## src/rtl/branch_ctrl_if.sv

```systemverilog
// branch_ctrl_if: ID/EX control-hazard signal bundle for branch_ctrl.
// master = pipeline side (drives ID/EX information, receives redirect/flush),
// slave  = branch_ctrl itself.
interface branch_ctrl_if;
    // ID stage
    logic        i_id_valid;
    logic [31:0] i_id_pc;
    logic        i_id_is_branch;
    logic        i_id_is_jal;
    logic [31:0] i_id_target;
    logic        i_stall;
    // EX stage
    logic        i_ex_valid;
    logic [31:0] i_ex_pc;
    logic        i_ex_is_branch;
    logic        i_ex_is_jalr;
    logic        i_ex_pc_sel;
    logic        i_ex_pred_taken;
    logic [31:0] i_ex_target;
    logic [31:0] i_ex_pc_plus4;
    // Controller outputs
    logic        o_id_pred_taken;
    logic        o_redirect;
    logic [31:0] o_redirect_pc;
    logic        o_flush_ifid;
    logic        o_flush_idex;
    logic [31:0] o_br_cnt;
    logic [31:0] o_misp_cnt;

    modport master (
        output i_id_valid, i_id_pc, i_id_is_branch, i_id_is_jal, i_id_target, i_stall,
        output i_ex_valid, i_ex_pc, i_ex_is_branch, i_ex_is_jalr, i_ex_pc_sel,
        output i_ex_pred_taken, i_ex_target, i_ex_pc_plus4,
        input  o_id_pred_taken, o_redirect, o_redirect_pc, o_flush_ifid, o_flush_idex,
        input  o_br_cnt, o_misp_cnt
    );

    modport slave (
        input  i_id_valid, i_id_pc, i_id_is_branch, i_id_is_jal, i_id_target, i_stall,
        input  i_ex_valid, i_ex_pc, i_ex_is_branch, i_ex_is_jalr, i_ex_pc_sel,
        input  i_ex_pred_taken, i_ex_target, i_ex_pc_plus4,
        output o_id_pred_taken, o_redirect, o_redirect_pc, o_flush_ifid, o_flush_idex,
        output o_br_cnt, o_misp_cnt
    );
endinterface

```

## src/rtl/branch_ctrl.sv

```systemverilog
// branch_ctrl: control-hazard controller for the pipelined RV32I core.
// Predicts direction in ID, resolves in EX, drives PC redirect and pipeline
// flushes, and keeps saturating resolved-branch / mispredict counters.
// Optional 2-bit branch history table built when BRANCH_CTRL_BHT_EN is
// defined; otherwise conditional branches are statically predicted not-taken.
module branch_ctrl #(
    parameter int unsigned BHT_IDX_W = 6
) (
    input logic         i_clk,
    input logic         i_rst_n,
    branch_ctrl_if.slave bus
);

    logic        pred_bit;
    logic        id_pred;
    logic        ex_misp;
    logic        ex_br_ev;
    logic        id_redir;
    logic [31:0] br_cnt_d,   br_cnt_q;
    logic [31:0] misp_cnt_d, misp_cnt_q;

`ifdef BRANCH_CTRL_BHT_EN
    localparam int unsigned BHT_DEPTH = 1 << BHT_IDX_W;

    logic [1:0]           bht_q [BHT_DEPTH];
    logic                 upd_vld_d,   upd_vld_q;
    logic                 upd_taken_d, upd_taken_q;
    logic [BHT_IDX_W-1:0] upd_idx_d,   upd_idx_q;
    logic [BHT_IDX_W-1:0] id_idx;
    logic [1:0]           upd_old;
    logic [1:0]           upd_new;

    // Move a 2-bit counter one step toward the outcome, saturating at 00/11.
    function automatic logic [1:0] sat_step(input logic [1:0] cnt, input logic taken);
        logic [1:0] res;
        res = cnt;
        if (taken) begin
            if (cnt != 2'b11) res = cnt + 2'd1;
        end else begin
            if (cnt != 2'b00) res = cnt - 2'd1;
        end
        return res;
    endfunction

    // Capture resolving branches, compute the pending entry value and the
    // ID-side prediction bit with bypass from the pending update.
    always_comb begin
        id_idx      = bus.i_id_pc[BHT_IDX_W+1:2];
        upd_vld_d   = bus.i_ex_valid & bus.i_ex_is_branch;
        upd_idx_d   = bus.i_ex_pc[BHT_IDX_W+1:2];
        upd_taken_d = bus.i_ex_pc_sel;
        upd_old     = bht_q[upd_idx_q];
        upd_new     = sat_step(upd_old, upd_taken_q);
        if (upd_vld_q && (id_idx == upd_idx_q)) begin
            pred_bit = upd_new[1];
        end else begin
            pred_bit = bht_q[id_idx][1];
        end
    end

    // Table write one cycle after resolution; reset reinitialises every entry
    // to weakly not-taken and drops any pending write.
    always_ff @(posedge i_clk) begin
        if (!i_rst_n) begin
            for (int unsigned i = 0; i < BHT_DEPTH; i++) begin
                bht_q[i[BHT_IDX_W-1:0]] <= 2'b01;
            end
            upd_vld_q   <= 1'b0;
            upd_idx_q   <= '0;
            upd_taken_q <= 1'b0;
        end else begin
            if (upd_vld_q) begin
                bht_q[upd_idx_q] <= upd_new;
            end
            upd_vld_q   <= upd_vld_d;
            upd_idx_q   <= upd_idx_d;
            upd_taken_q <= upd_taken_d;
        end
    end
`else
    logic [BHT_IDX_W-1:0] unused_id_idx;

    // Static predict-not-taken for conditional branches.
    always_comb begin
        pred_bit = 1'b0;
    end

    assign unused_id_idx = bus.i_id_pc[BHT_IDX_W+1:2];
`endif

    // Full PCs are only partly consumed (index bits, or nothing without a table).
    logic unused_pc_bits;
    assign unused_pc_bits = ^{bus.i_id_pc, bus.i_ex_pc};

    // Prediction, resolution and redirect/flush selection; EX mispredict wins.
    always_comb begin
        id_pred  = bus.i_id_valid & (bus.i_id_is_jal | (bus.i_id_is_branch & pred_bit));
        ex_br_ev = bus.i_ex_valid & bus.i_ex_is_branch;
        ex_misp  = bus.i_ex_valid &
                   ((bus.i_ex_is_branch & (bus.i_ex_pc_sel ^ bus.i_ex_pred_taken)) |
                    bus.i_ex_is_jalr);
        id_redir = id_pred & ~bus.i_stall & ~ex_misp;

        bus.o_id_pred_taken = id_pred;
        bus.o_redirect      = 1'b0;
        bus.o_redirect_pc   = bus.i_ex_pc_plus4;
        bus.o_flush_ifid    = 1'b0;
        bus.o_flush_idex    = 1'b0;

        if (ex_misp) begin
            bus.o_redirect    = 1'b1;
            bus.o_redirect_pc = bus.i_ex_pc_sel ? bus.i_ex_target : bus.i_ex_pc_plus4;
            bus.o_flush_ifid  = 1'b1;
            bus.o_flush_idex  = 1'b1;
        end else if (id_redir) begin
            bus.o_redirect    = 1'b1;
            bus.o_redirect_pc = bus.i_id_target;
            bus.o_flush_ifid  = 1'b1;
        end
    end

    // Saturating next-count for both statistics counters.
    always_comb begin
        br_cnt_d   = br_cnt_q;
        misp_cnt_d = misp_cnt_q;
        if (ex_br_ev && (br_cnt_q != '1)) begin
            br_cnt_d = br_cnt_q + 32'd1;
        end
        if (ex_misp && (misp_cnt_q != '1)) begin
            misp_cnt_d = misp_cnt_q + 32'd1;
        end
    end

    // Counter registers.
    always_ff @(posedge i_clk) begin
        if (!i_rst_n) begin
            br_cnt_q   <= '0;
            misp_cnt_q <= '0;
        end else begin
            br_cnt_q   <= br_cnt_d;
            misp_cnt_q <= misp_cnt_d;
        end
    end

    assign bus.o_br_cnt   = br_cnt_q;
    assign bus.o_misp_cnt = misp_cnt_q;

endmodule
```

## src/flat_wrapper.sv

```systemverilog
// flat-port wrapper written by rule: the top's interface ports become plain ports
module branch_ctrl_flat 
#(
    parameter int unsigned BHT_IDX_W = 6
)
  (i_clk, i_rst_n, bus_i_id_valid, bus_i_id_pc, bus_i_id_is_branch, bus_i_id_is_jal, bus_i_id_target, bus_i_stall, bus_i_ex_valid, bus_i_ex_pc, bus_i_ex_is_branch, bus_i_ex_is_jalr, bus_i_ex_pc_sel, bus_i_ex_pred_taken, bus_i_ex_target, bus_i_ex_pc_plus4, bus_o_id_pred_taken, bus_o_redirect, bus_o_redirect_pc, bus_o_flush_ifid, bus_o_flush_idex, bus_o_br_cnt, bus_o_misp_cnt);
  branch_ctrl_if bus_i ();
  input logic i_clk;
  input logic i_rst_n;
  input wire logic [$bits(bus_i.i_id_valid)-1:0] bus_i_id_valid;
  input wire logic [$bits(bus_i.i_id_pc)-1:0] bus_i_id_pc;
  input wire logic [$bits(bus_i.i_id_is_branch)-1:0] bus_i_id_is_branch;
  input wire logic [$bits(bus_i.i_id_is_jal)-1:0] bus_i_id_is_jal;
  input wire logic [$bits(bus_i.i_id_target)-1:0] bus_i_id_target;
  input wire logic [$bits(bus_i.i_stall)-1:0] bus_i_stall;
  input wire logic [$bits(bus_i.i_ex_valid)-1:0] bus_i_ex_valid;
  input wire logic [$bits(bus_i.i_ex_pc)-1:0] bus_i_ex_pc;
  input wire logic [$bits(bus_i.i_ex_is_branch)-1:0] bus_i_ex_is_branch;
  input wire logic [$bits(bus_i.i_ex_is_jalr)-1:0] bus_i_ex_is_jalr;
  input wire logic [$bits(bus_i.i_ex_pc_sel)-1:0] bus_i_ex_pc_sel;
  input wire logic [$bits(bus_i.i_ex_pred_taken)-1:0] bus_i_ex_pred_taken;
  input wire logic [$bits(bus_i.i_ex_target)-1:0] bus_i_ex_target;
  input wire logic [$bits(bus_i.i_ex_pc_plus4)-1:0] bus_i_ex_pc_plus4;
  output wire logic [$bits(bus_i.o_id_pred_taken)-1:0] bus_o_id_pred_taken;
  output wire logic [$bits(bus_i.o_redirect)-1:0] bus_o_redirect;
  output wire logic [$bits(bus_i.o_redirect_pc)-1:0] bus_o_redirect_pc;
  output wire logic [$bits(bus_i.o_flush_ifid)-1:0] bus_o_flush_ifid;
  output wire logic [$bits(bus_i.o_flush_idex)-1:0] bus_o_flush_idex;
  output wire logic [$bits(bus_i.o_br_cnt)-1:0] bus_o_br_cnt;
  output wire logic [$bits(bus_i.o_misp_cnt)-1:0] bus_o_misp_cnt;
  assign bus_i.i_id_valid = bus_i_id_valid;
  assign bus_i.i_id_pc = bus_i_id_pc;
  assign bus_i.i_id_is_branch = bus_i_id_is_branch;
  assign bus_i.i_id_is_jal = bus_i_id_is_jal;
  assign bus_i.i_id_target = bus_i_id_target;
  assign bus_i.i_stall = bus_i_stall;
  assign bus_i.i_ex_valid = bus_i_ex_valid;
  assign bus_i.i_ex_pc = bus_i_ex_pc;
  assign bus_i.i_ex_is_branch = bus_i_ex_is_branch;
  assign bus_i.i_ex_is_jalr = bus_i_ex_is_jalr;
  assign bus_i.i_ex_pc_sel = bus_i_ex_pc_sel;
  assign bus_i.i_ex_pred_taken = bus_i_ex_pred_taken;
  assign bus_i.i_ex_target = bus_i_ex_target;
  assign bus_i.i_ex_pc_plus4 = bus_i_ex_pc_plus4;
  assign bus_o_id_pred_taken = bus_i.o_id_pred_taken;
  assign bus_o_redirect = bus_i.o_redirect;
  assign bus_o_redirect_pc = bus_i.o_redirect_pc;
  assign bus_o_flush_ifid = bus_i.o_flush_ifid;
  assign bus_o_flush_idex = bus_i.o_flush_idex;
  assign bus_o_br_cnt = bus_i.o_br_cnt;
  assign bus_o_misp_cnt = bus_i.o_misp_cnt;
  branch_ctrl #(.BHT_IDX_W(BHT_IDX_W)) u_core (.i_clk(i_clk), .i_rst_n(i_rst_n), .bus(bus_i));
endmodule
```

## config.mk

```make
export PLATFORM = sky130hd
export DESIGN_NAME = branch_ctrl_flat
export DESIGN_NICKNAME = d
export VERILOG_FILES = /design/src/rtl/branch_ctrl_if.sv /design/src/rtl/branch_ctrl.sv /design/src/flat_wrapper.sv
export SDC_FILE = /design/constraint.sdc
export NUM_CORES = 1
export LEC_CHECK = 0
export ABC_AREA = 1
export CAP_MARGIN = 20
export CORE_MARGIN = 3
export CORE_UTILIZATION = 43
export CTS_CLUSTER_SIZE = 20
export DETAILED_ROUTE_END_ITERATION = 8
export PLACE_DENSITY = 0.88
export SLEW_MARGIN = 20
export SYNTH_ARGS = -nofsm -noshare
export SYNTH_HDL_FRONTEND = slang
export SYNTH_SLANG_ARGS = --single-unit
```

## constraint.sdc

```tcl
create_clock -name i_clk -period 4.08 [get_ports i_clk]
set_input_delay 0.408 -clock i_clk [delete_from_list [all_inputs] [get_ports i_clk]]
set_output_delay 0.408 -clock i_clk [all_outputs]
set_load 0.05 [all_outputs]
```

* Word-level counts from Yosys, hierarchy flattened *
Cells that the tools add are included.

storage, ports and cells
  register bits = 64
  bits of input ports = 171
  output and inout port bits = 100
  word-level logic and storage cells = 24

cells by class
  $add $sub $neg = 2
  equality and inequality tests = 2
  multiplexer cells = 6
  bitwise logic cells = 10
  reductions and logical operators = 2

operator list
  kind                                                             count
  32-bit two-way mux                                               3
  32-bit by 1-bit adder with 32-bit output, second input constant  2
  32-bit != test, second input constant                            2
  1-bit bitwise AND                                                6
  1-bit two-way mux                                                3
  1-bit logical AND                                                2
  1-bit NOT                                                        2
  1-bit OR                                                         1
  1-bit XOR                                                        1

* Longest topological paths before layout *
Gate-level depths: netlist of the first run.

  depth in word-level cells = 8
  gate-level depth with buffers = 11
  gate-level depth less buffers = 10

* Worst setup path before layout of the first run *
No wires, ideal clock.

  kind = input port to output port
  start point = in bus_i_ex_pc_sel
  end point = out bus_o_redirect_pc[22]
  data arrival time = 2.055 ns
  required time = 3.672 ns
  slack = 1.617 ns
  cell stages on the path = 8
  path buffers = 1
  path through = nand2_1 > nand2_1 > o21bai_1 > nand2_2 > inv_2 > clkbuf_1 > nand2_1 > o211ai_1

on the way
  cells in the longest elaborated chain, start to end = 8
  elaborated cells on any way between the ends = 9
  those cells by class = 3 x mux; 6 x bitwise

RTL lines
  item                  line                RTL
  start: declaration    flat_wrapper.sv:20  input wire logic [$bits(bus_i.i_ex_pc_sel)-1:0] bus_i_ex_pc_sel;
  1-bit XOR             branch_ctrl.sv:100  ((bus.i_ex_is_branch & (bus.i_ex_pc_sel ^ bus.i_ex_pred_taken)) |
  1-bit bitwise AND     branch_ctrl.sv:100
  1-bit OR              branch_ctrl.sv:100
  1-bit bitwise AND     branch_ctrl.sv:99   ex_misp = bus.i_ex_valid &
  1-bit NOT             branch_ctrl.sv:102  id_redir = id_pred & ~bus.i_stall & ~ex_misp;
  1-bit bitwise AND     branch_ctrl.sv:102
  32-bit two-way mux    branch_ctrl.sv:115  end else if (id_redir) begin
  32-bit two-way mux *  branch_ctrl.sv:110  if (ex_misp) begin
  end: declaration      flat_wrapper.sv:26  output wire logic [$bits(bus_i.o_redirect_pc)-1:0] bus_o_redirect_pc;

Every way passes the cells marked *; elsewhere a longest branch is shown, timed or not.

* Final worst setup path of the first run *
  start point = in bus_i_ex_pred_taken
  end point = out bus_o_redirect_pc[3]

on the way
  cells in the longest elaborated chain, start to end = 8

RTL lines
  item                  line                RTL
  start: declaration    flat_wrapper.sv:21  input wire logic [$bits(bus_i.i_ex_pred_taken)-1:0] bus_i_ex_pred_taken;
  1-bit XOR *           branch_ctrl.sv:100
  1-bit bitwise AND *   branch_ctrl.sv:100
  1-bit OR *            branch_ctrl.sv:100
  1-bit bitwise AND *   branch_ctrl.sv:99
  1-bit NOT             branch_ctrl.sv:102
  1-bit bitwise AND     branch_ctrl.sv:102
  32-bit two-way mux    branch_ctrl.sv:115
  32-bit two-way mux *  branch_ctrl.sv:110

Marked as above.

==> impl_metrics.prom, run 1 <==
# TYPE chip_impl_metric gauge
chip_impl_info{name="run_status",value="complete, no violations"} 1
chip_impl_metric{name="globalRoute.totalOverflow",unit=""} 0
chip_impl_metric{name="netlist.area_leader.share",unit=""} 0.258
chip_impl_metric{name="synth-compound-area-share",unit=""} 0.143
chip_impl_metric{name="finalSetupViolCount",unit=""} 0
chip_impl_metric{name="cts.htree.levels",unit=""} 3
chip_impl_metric{name="cts_made_buffers",unit=""} 9
chip_impl_metric{name="die_width",unit="microns"} 114
chip_impl_metric{name="tightest_slew",unit="ns"} 0.630
chip_impl_metric{name="synth_edf_count",unit=""} 0
chip_impl_metric{name="syn-instance-count",unit=""} 887
chip_impl_info{name="clock-root-buffer",value="sky130_fd_sc_hd__clkbuf_16"} 1
chip_impl_metric{name="drt_drc_violations_left",unit=""} 0
chip_impl_info{name="crit-reg2reg-launch",value="u_core.bus.o_br_cnt[1]$_SDFFE_PN0P_"} 1
chip_impl_metric{name="vdd_drop_max",unit="mV"} 0.177
chip_impl_info{name="hp-class",value="input port to register"} 1
chip_impl_metric{name="clk_transition_reported_paths",unit="ns"} 0.05
chip_impl_metric{name="route.detailed.vias_per_inst",unit=""} 5.15
chip_impl_metric{name="drt-met1-wl",unit="microns"} 7270
chip_impl_metric{name="p_per_area",unit="nW/um^2"} 249
chip_impl_info{name="clock_tree_from_tritoncts",value="yes"} 1
chip_impl_metric{name="min_delay_path_depth",unit=""} 3
chip_impl_metric{name="synth_simple_gate_area_share",unit=""} 0.486
chip_impl_metric{name="detail_route.wirelength",unit="microns"} 17900
chip_impl_metric{name="io_buffers",unit=""} 205
chip_impl_metric{name="finalHoldViolations",unit=""} 0
chip_impl_metric{name="grt_antenna_before_repair",unit=""} 0
chip_impl_metric{name="cts_resized",unit=""} 0
chip_impl_metric{name="postSynth.asyncResetShare",unit=""} 0
chip_impl_metric{name="critical_path_arrival",unit="ns"} 2.71
chip_impl_metric{name="muxShareOfSynthArea",unit=""} 0
chip_impl_metric{name="drt_first_iter_violations",unit=""} 345
chip_impl_metric{name="grt_usage",unit=""} 0.271
chip_impl_metric{name="drt_pass_1_iters",unit=""} 5
chip_impl_metric{name="netlist-cell-type-count",unit=""} 33
chip_impl_info{name="synth_top_family_by_area",value="simple AND/OR/NAND/NOR gates"} 1
chip_impl_metric{name="antenna_cells",unit=""} 0
chip_impl_metric{name="grt_pass1_wl",unit="microns"} 28600
chip_impl_metric{name="grt_start_max_net_pins",unit=""} 53
chip_impl_info{name="rr_endpoint",value="u_core.bus.o_br_cnt[2]$_SDFFE_PN0P_"} 1
chip_impl_metric{name="dpl.hpwl",unit="microns"} 13900
chip_impl_metric{name="final_max_slew_viol_count",unit=""} 0
chip_impl_metric{name="post_drt_wl_per_cell",unit="microns"} 14.7
chip_impl_metric{name="wl_met2",unit="microns"} 8570
chip_impl_metric{name="core-area",unit="sq um"} 11100
chip_impl_metric{name="place_area",unit="sq um"} 7400
chip_impl_metric{name="clock_latency",unit="ns"} 0.33
chip_impl_metric{name="synth.ff_latch_count",unit=""} 64
chip_impl_metric{name="layout-area-overhead-vs-synth",unit="%"} 54.1
chip_impl_metric{name="maxSlewHeadroom",unit=""} 0.579
chip_impl_metric{name="post-cts-setup-buffers",unit=""} 0
chip_impl_metric{name="timing.critical_path.required",unit="ns"} 3.67
chip_impl_info{name="timing.hold.worst.start",value="i_rst_n"} 1
chip_impl_metric{name="final_critical_period",unit="ns"} 3.12
chip_impl_metric{name="syn_area",unit="sq um"} 4970
chip_impl_metric{name="clock_net_sink_count",unit=""} 64
chip_impl_metric{name="timing.final.crit_share",unit=""} 0.765
chip_impl_metric{name="fillerInstances",unit=""} 960
chip_impl_metric{name="die_y",unit="microns"} 114
chip_impl_metric{name="vias_in_the_first_global_route",unit=""} 5878
chip_impl_metric{name="clock.fmax",unit="MHz"} 320
chip_impl_metric{name="floorplan.die_area",unit="sq um"} 12900
chip_impl_metric{name="detail-route-antenna-nets",unit=""} 0
chip_impl_metric{name="cts_hold_buffers_added",unit=""} 0
chip_impl_metric{name="finalInstanceArea",unit="sq um"} 7660
chip_impl_metric{name="met3WireLength",unit="microns"} 1630
chip_impl_info{name="synth.area.top_cells",value="sky130_fd_sc_hd__dfxtp_1, sky130_fd_sc_hd__nand2_1, sky130_fd_sc_hd__nor2_1, sky130_fd_sc_hd__nand3_1, sky130_fd_sc_hd__inv_1"} 1
chip_impl_metric{name="number_of_rows_in_the_core_area",unit=""} 38
chip_impl_metric{name="post_synth_xor_area_fraction",unit=""} 0.00881
chip_impl_metric{name="synthesized_nets",unit=""} 1060
chip_impl_metric{name="fin_skew",unit="ns"} 0.00385
chip_impl_metric{name="design.portCount",unit=""} 271
chip_impl_metric{name="synth_sequential_area_ratio",unit=""} 0.258
chip_impl_info{name="critical_path.startpoint_type",value="input port"} 1
chip_impl_metric{name="ys.warnings.count",unit=""} 0
chip_impl_metric{name="average_cell_area_after_synthesis",unit="sq um"} 5.61
chip_impl_info{name="startpoint",value="bus_i_ex_pred_taken"} 1
chip_impl_info{name="yosysMostFrequentCell",value="sky130_fd_sc_hd__nand2_1"} 1
chip_impl_info{name="grt_setup_unrepaired",value="false"} 1
chip_impl_metric{name="max-clock-path-buffers",unit=""} 2
chip_impl_info{name="holdPathEnd",value="u_core.bus.o_misp_cnt[27]$_SDFFE_PN0P_"} 1
chip_impl_metric{name="cap_viol_max_count",unit=""} 0
chip_impl_metric{name="worstRegToRegCells",unit=""} 9
chip_impl_info{name="endpoint_kind",value="primary output"} 1
chip_impl_info{name="synth-main-ff-cell",value="sky130_fd_sc_hd__dfxtp_1"} 1
chip_impl_info{name="synth_common_cells",value="sky130_fd_sc_hd__nand2_1, sky130_fd_sc_hd__nor2_1, sky130_fd_sc_hd__inv_1, sky130_fd_sc_hd__nand3_1, sky130_fd_sc_hd__dfxtp_1"} 1
chip_impl_info{name="timing_worst_setup_path_type",value="input port to primary output"} 1
chip_impl_metric{name="num-nets-final",unit=""} 1249
chip_impl_metric{name="static-leakage-power",unit="nW"} 2.94
chip_impl_metric{name="initial_core_util",unit=""} 0.449
chip_impl_metric{name="replace_congestion",unit=""} 0.921
chip_impl_metric{name="post_route_cells_drive_above_1_share",unit=""} 0.0826
chip_impl_info{name="topRoutingLayerUsed",value="met4"} 1
chip_impl_metric{name="critical_path.max_fanout",unit=""} 27
chip_impl_metric{name="timing.setup.tns",unit="ns"} 0
chip_impl_metric{name="route.vias.total",unit=""} 6273
chip_impl_info{name="yosysTopAreaCell",value="sky130_fd_sc_hd__dfxtp_1"} 1
chip_impl_metric{name="post_synth_fa_ha_maj_area_fraction",unit=""} 0.00503
chip_impl_metric{name="utilization",unit=""} 0.692
chip_impl_metric{name="setup.reg_to_reg.worst_slack",unit="ns"} 1.91
==> worst max-delay path by stage <==
| stage | slack (ns) | cells after the start | end |
|---|---|---|---|
| global placement | 0.95 | 9 | bus_o_redirect_pc[31] |
| CTS | 0.95 | 11 | bus_o_redirect_pc[3] |
| floorplan | 1.62 | 8 | bus_o_redirect_pc[22] |
| global route | 0.72 | 11 | bus_o_redirect_pc[3] |
| finish | 0.96 | 11 | bus_o_redirect_pc[3] |
| detailed placement | 0.96 | 6 | bus_o_flush_idex |
==> per-layer routing <==
metal  up-vias  GRT usage
met1      2752      0.339
met4         0     0.0697
met5         -          0
met2       268      0.463
met3        31     0.0706
li1       3222          -
==> worst max-delay path, cell delays in order <==
cell and delay, ns:
sky130_fd_sc_hd__clkdlybuf4s50_1 0.48, sky130_fd_sc_hd__nand2_1 0.05, sky130_fd_sc_hd__nand2_1 0.06, sky130_fd_sc_hd__o21bai_1 0.07, sky130_fd_sc_hd__nand2_2 0.42, sky130_fd_sc_hd__inv_2 0.27, sky130_fd_sc_hd__nor2_2 0.17, sky130_fd_sc_hd__buf_4 0.28
sky130_fd_sc_hd__nand2_1 0.08, sky130_fd_sc_hd__o211ai_1 0.23, sky130_fd_sc_hd__buf_12 0.20
==> report_power, final <==
| group | internal [mW] | switching, mW | leakage [nW] |
|---|---|---|---|
| Sequential | 0.628 | 0.00330 | 0.516 |
| Clock | 0.433 | 0.265 | 0.130 |
| Combinational | 0.275 | 0.304 | 2.30 |
==> registers in the layout, indices dropped and copies added (netlist names) <==
register and flops:
u_core.bus.o_br_cnt 32, u_core.bus.o_misp_cnt 32
==> through the flow <==
| step | power (mW) | worst slack [ns] | std cells | hold WS (ns) |
|---|---|---|---|---|
| 6_report | 1.91 | 0.959 | 1218 | 0.484 |
| 5_1_grt | 1.98 | 0.724 | 1218 | 0.495 |
| 4_1_cts | 1.92 | 0.947 | 1218 | 0.470 |
| 3_5_place_dp | 1.22 | 0.959 | 1205 | 0.514 |
| 3_3_place_gp | 1.22 | 0.946 | 1205 | 0.505 |
| 2_1_floorplan | 0.911 | 1.62 | 887 | 0.695 |
==> final cells by class <==
| type | count | area, sq um | area share |
|---|---|---|---|
| Timing Repair Buffer | 212 | 2430 | 0.318 |
| Tap cell | 140 | 175 | 0.0229 |
| Clock buffer | 12 | 256 | 0.0335 |
| Multi-Input combinational cell | 707 | 3200 | 0.418 |
| Clock inverter | 1 | 5.00 | 0.000653 |
| Inverter | 82 | 308 | 0.0402 |
| Sequential cell | 64 | 1280 | 0.167 |
==> logic make-up (layout without fill, tap and decap cells) <==
logic type	count (synthesis)	count (layout)
buf+inv	116	307
fa+ha+maj	2	2
simple gates	575	575
xor+xnor	5	5
compound gates	125	125
flops	64	64
==> placed cells by master, fill, tap and decap left out, drive strengths merged, types with 4 or more instances in the layout <==
cell type	n
nor2	190
a31oi	4
clkbuf	12
dfxtp	64
buf	43
o211ai	32
nor3	6
a21oi	52
clkdlybuf4s50	169
o21ai	36
inv	80
nand2	297
nand3	69
nand4	7
(Power assumes the default switching activity.)
==> inputs of run 2 (changes only) <==
--- a/config.mk
+++ b/config.mk
@@ -8,10 +8,10 @@
 export ABC_AREA = 1
 export CAP_MARGIN = 20
 export CORE_MARGIN = 3
-export CORE_UTILIZATION = 43
+export CORE_UTILIZATION = 36
 export CTS_CLUSTER_SIZE = 20
 export DETAILED_ROUTE_END_ITERATION = 8
-export PLACE_DENSITY = 0.88
+export PLACE_DENSITY = 0.78
 export SLEW_MARGIN = 20
 export SYNTH_ARGS = -nofsm -noshare
 export SYNTH_HDL_FRONTEND = slang
==> constraint.sdc (replaced) <==
create_clock -name i_clk -period 2.7 [get_ports i_clk]
set_input_delay 0.27 -clock i_clk [delete_from_list [all_inputs] [get_ports i_clk]]
set_output_delay 0.27 -clock i_clk [all_outputs]
set_load 0.05 [all_outputs]
==> run 2 against run 1 <==
Total power is 52% higher. Sequential power is 51% higher. Setup slack worse by 0.62 ns. Register-to-register slack worse by 1.3 ns. Critical path type unchanged. Largest cell class unchanged. Largest power group unchanged. Highest routed layer unchanged.
==> impl_metrics.prom, run 2 (synthesized netlist as in run 1, its figures left out) <==
# TYPE chip_impl_metric gauge
chip_impl_metric{name="timing.setup.tns",unit="ns"} 0
chip_impl_metric{name="route.detailed.vias_per_inst",unit=""} 5.02
chip_impl_metric{name="grt_antenna_before_repair",unit=""} 0
chip_impl_metric{name="p_per_area",unit="nW/um^2"} 373
chip_impl_metric{name="post_drt_wl_per_cell",unit="microns"} 14.4
chip_impl_metric{name="floorplan.die_area",unit="sq um"} 15300
chip_impl_info{name="endpoint_kind",value="primary output"} 1
chip_impl_metric{name="drt_pass_1_iters",unit=""} 5
chip_impl_metric{name="grt_pass1_wl",unit="microns"} 27700
chip_impl_metric{name="route.vias.total",unit=""} 6309
chip_impl_metric{name="cts_hold_buffers_added",unit=""} 0
chip_impl_metric{name="maxSlewHeadroom",unit=""} 0.561
chip_impl_metric{name="drt-met1-wl",unit="microns"} 7480
chip_impl_metric{name="drt_first_iter_violations",unit=""} 480
chip_impl_metric{name="timing.final.crit_share",unit=""} 0.873
chip_impl_info{name="clock_tree_from_tritoncts",value="yes"} 1
chip_impl_info{name="timing.critical_path.cells",value="clkdlybuf4s50_1, nand2_1, o21bai_1, nand2_2, inv_2, buf_4, nand2_1, o211ai_1, buf_12"} 1
chip_impl_info{name="timing.hold.worst.start",value="i_rst_n"} 1
chip_impl_metric{name="cts.htree.levels",unit=""} 3
chip_impl_metric{name="final_max_slew_viol_count",unit=""} 0
chip_impl_info{name="hp-class",value="input port to register"} 1
chip_impl_info{name="crit_slowest_cell",value="sky130_fd_sc_hd__clkdlybuf4s50_1"} 1
chip_impl_metric{name="core-area",unit="sq um"} 13400
chip_impl_metric{name="antenna_cells",unit=""} 0
chip_impl_metric{name="globalRoute.totalOverflow",unit=""} 0
chip_impl_metric{name="clock_net_sink_count",unit=""} 64
chip_impl_metric{name="die_width",unit="microns"} 124
chip_impl_metric{name="critPathBufInv",unit=""} 4
chip_impl_metric{name="critical_path.max_fanout",unit=""} 24
chip_impl_metric{name="layout-area-overhead-vs-synth",unit="%"} 55.9
chip_impl_info{name="grt_setup_unrepaired",value="false"} 1
chip_impl_metric{name="detail_route.wirelength",unit="microns"} 18100
chip_impl_info{name="run_status",value="complete, no violations"} 1
chip_impl_metric{name="dpl.hpwl",unit="microns"} 14200
chip_impl_metric{name="cts_made_buffers",unit=""} 9
chip_impl_info{name="path_delay_family",value="buffers and inverters"} 1
chip_impl_metric{name="num-nets-final",unit=""} 1250
chip_impl_info{name="final_cell_mix",value="sky130_fd_sc_hd__nand2_1, sky130_fd_sc_hd__nor2_1, sky130_fd_sc_hd__clkdlybuf4s50_1"} 1
chip_impl_metric{name="cts_resized",unit=""} 0
chip_impl_metric{name="fillerInstances",unit=""} 1293
chip_impl_metric{name="grt_start_max_net_pins",unit=""} 57
chip_impl_metric{name="timing.critical_path.required",unit="ns"} 2.43
chip_impl_metric{name="met3WireLength",unit="microns"} 1760
chip_impl_metric{name="clk_transition_reported_paths",unit="ns"} 0.05
chip_impl_metric{name="whs",unit="ns"} 0.480
chip_impl_metric{name="post_route_cells_drive_above_1_share",unit=""} 0.0850
chip_impl_metric{name="finalInstanceArea",unit="sq um"} 7760
chip_impl_metric{name="slowest_delay",unit="ns"} 0.50
chip_impl_metric{name="grt_usage",unit=""} 0.231
chip_impl_info{name="layout_commonest_cell",value="sky130_fd_sc_hd__nand2_1"} 1
chip_impl_metric{name="fin_cells",unit=""} 1258
chip_impl_info{name="holdPathEnd",value="u_core.bus.o_misp_cnt[15]$_SDFFE_PN0P_"} 1
chip_impl_metric{name="final_critical_period",unit="ns"} 2.36
chip_impl_metric{name="finalSetupViolCount",unit=""} 0
chip_impl_metric{name="setup.reg_to_reg.worst_slack",unit="ns"} 0.56
chip_impl_metric{name="min_delay_path_depth",unit=""} 3
chip_impl_metric{name="design.portCount",unit=""} 271
chip_impl_info{name="crit-reg2reg-launch",value="u_core.bus.o_br_cnt[0]$_SDFFE_PN0P_"} 1
chip_impl_info{name="rr_endpoint",value="u_core.bus.o_br_cnt[2]$_SDFFE_PN0P_"} 1
chip_impl_metric{name="clock_latency",unit="ns"} 0.33
chip_impl_metric{name="layout_setup_ws",unit="ns"} 0.344
chip_impl_metric{name="tightest_slew",unit="ns"} 0.658
chip_impl_metric{name="dpl_worst_slack",unit="ns"} 0.308
chip_impl_metric{name="static-leakage-power",unit="nW"} 2.96
chip_impl_info{name="critical_path.startpoint_type",value="input port"} 1
chip_impl_metric{name="initial_core_util",unit=""} 0.371
chip_impl_metric{name="detail-route-antenna-nets",unit=""} 0
chip_impl_info{name="critical_path.most_common_cell",value="sky130_fd_sc_hd__nand2_1"} 1
chip_impl_metric{name="max-clock-path-buffers",unit=""} 2
chip_impl_metric{name="cap_viol_max_count",unit=""} 0
chip_impl_metric{name="critical_path_arrival",unit="ns"} 2.09
chip_impl_metric{name="number_of_rows_in_the_core_area",unit=""} 42
chip_impl_metric{name="io_buffers",unit=""} 205
chip_impl_metric{name="placed_cells",unit=""} 1242
chip_impl_metric{name="wl_met2",unit="microns"} 8570
chip_impl_metric{name="worstRegToRegCells",unit=""} 9
chip_impl_metric{name="die_y",unit="microns"} 124
chip_impl_metric{name="post-cts-setup-buffers",unit=""} 0
chip_impl_info{name="clock-root-buffer",value="sky130_fd_sc_hd__clkbuf_16"} 1
chip_impl_metric{name="clock.fmax",unit="MHz"} 424
chip_impl_metric{name="vdd_drop_max",unit="mV"} 0.283
chip_impl_info{name="timing_worst_setup_path_type",value="input port to primary output"} 1
chip_impl_metric{name="fin_skew",unit="ns"} 0.00551
chip_impl_metric{name="vias_in_the_first_global_route",unit=""} 5565
chip_impl_metric{name="place_area",unit="sq um"} 7490
chip_impl_metric{name="replace_congestion",unit=""} 0.900
chip_impl_info{name="topRoutingLayerUsed",value="met4"} 1
chip_impl_metric{name="finalHoldViolations",unit=""} 0
chip_impl_metric{name="drt_drc_violations_left",unit=""} 0
[run 2: stage by stage]
stage	power, mW	utilization
3_3_place_gp	1.86	0.559
3_5_place_dp	1.87	0.559
5_1_grt	3.00	0.579
2_1_floorplan	1.38	-
4_1_cts	2.93	0.579
6_report	2.90	0.579
[run 2: layer usage]
metal	vias to the layer above	GRT usage
li1	3211	-
met2	263	0.398
met3	24	0.0663
met5	-	0
met4	0	0.0526
met1	2811	0.285
[run 2: worst max path at each step]
stage | startpoint | endpoint | cells after the start
floorplan | bus_i_ex_pc_sel | bus_o_redirect_pc[22] | 8
global placement | bus_i_ex_is_branch | bus_o_redirect_pc[1] | 9
detailed placement | bus_i_ex_is_branch | bus_o_redirect_pc[1] | 9
CTS | bus_i_ex_is_branch | bus_o_redirect_pc[1] | 9
global route | bus_i_ex_is_branch | bus_o_redirect_pc[9] | 9
finish | bus_i_ex_is_branch | bus_o_redirect_pc[1] | 9
[run 2: layout make-up]
cell class / count / area (sq um) / area share
clock buffer: 13 / 250 / 0.0323
inverter: 82 / 308 / 0.0397
clock inverter: 3 / 17.5 / 0.00226
sequential: 64 / 1280 / 0.165
tap: 176 / 220 / 0.0284
timing repair buffer: 213 / 2480 / 0.319
multi-input combinational: 707 / 3200 / 0.413
[run 2: worst min-delay path, cell delays in order]
cell and delay [ns]:
sky130_fd_sc_hd__buf_2 0.31, sky130_fd_sc_hd__nand2_1 0.15, sky130_fd_sc_hd__nor2_1 0.03
[run 2: power breakdown]
part | switching [mW] | total [mW] | internal [mW]
logic | 0.463 | 0.887 | 0.424
clock network | 0.411 | 1.05 | 0.643
registers | 0.00509 | 0.955 | 0.949
==> inputs of run 3 (changes only) <==
--- a/config.mk
+++ b/config.mk
@@ -9,6 +9,7 @@
 export CAP_MARGIN = 20
 export CORE_MARGIN = 3
 export CORE_UTILIZATION = 36
+export CTS_CLUSTER_DIAMETER = 120
 export CTS_CLUSTER_SIZE = 20
 export DETAILED_ROUTE_END_ITERATION = 8
 export PLACE_DENSITY = 0.78
==> results of run 3 <==
No change in the layout: final DEF, timing and power equal those of run 2.
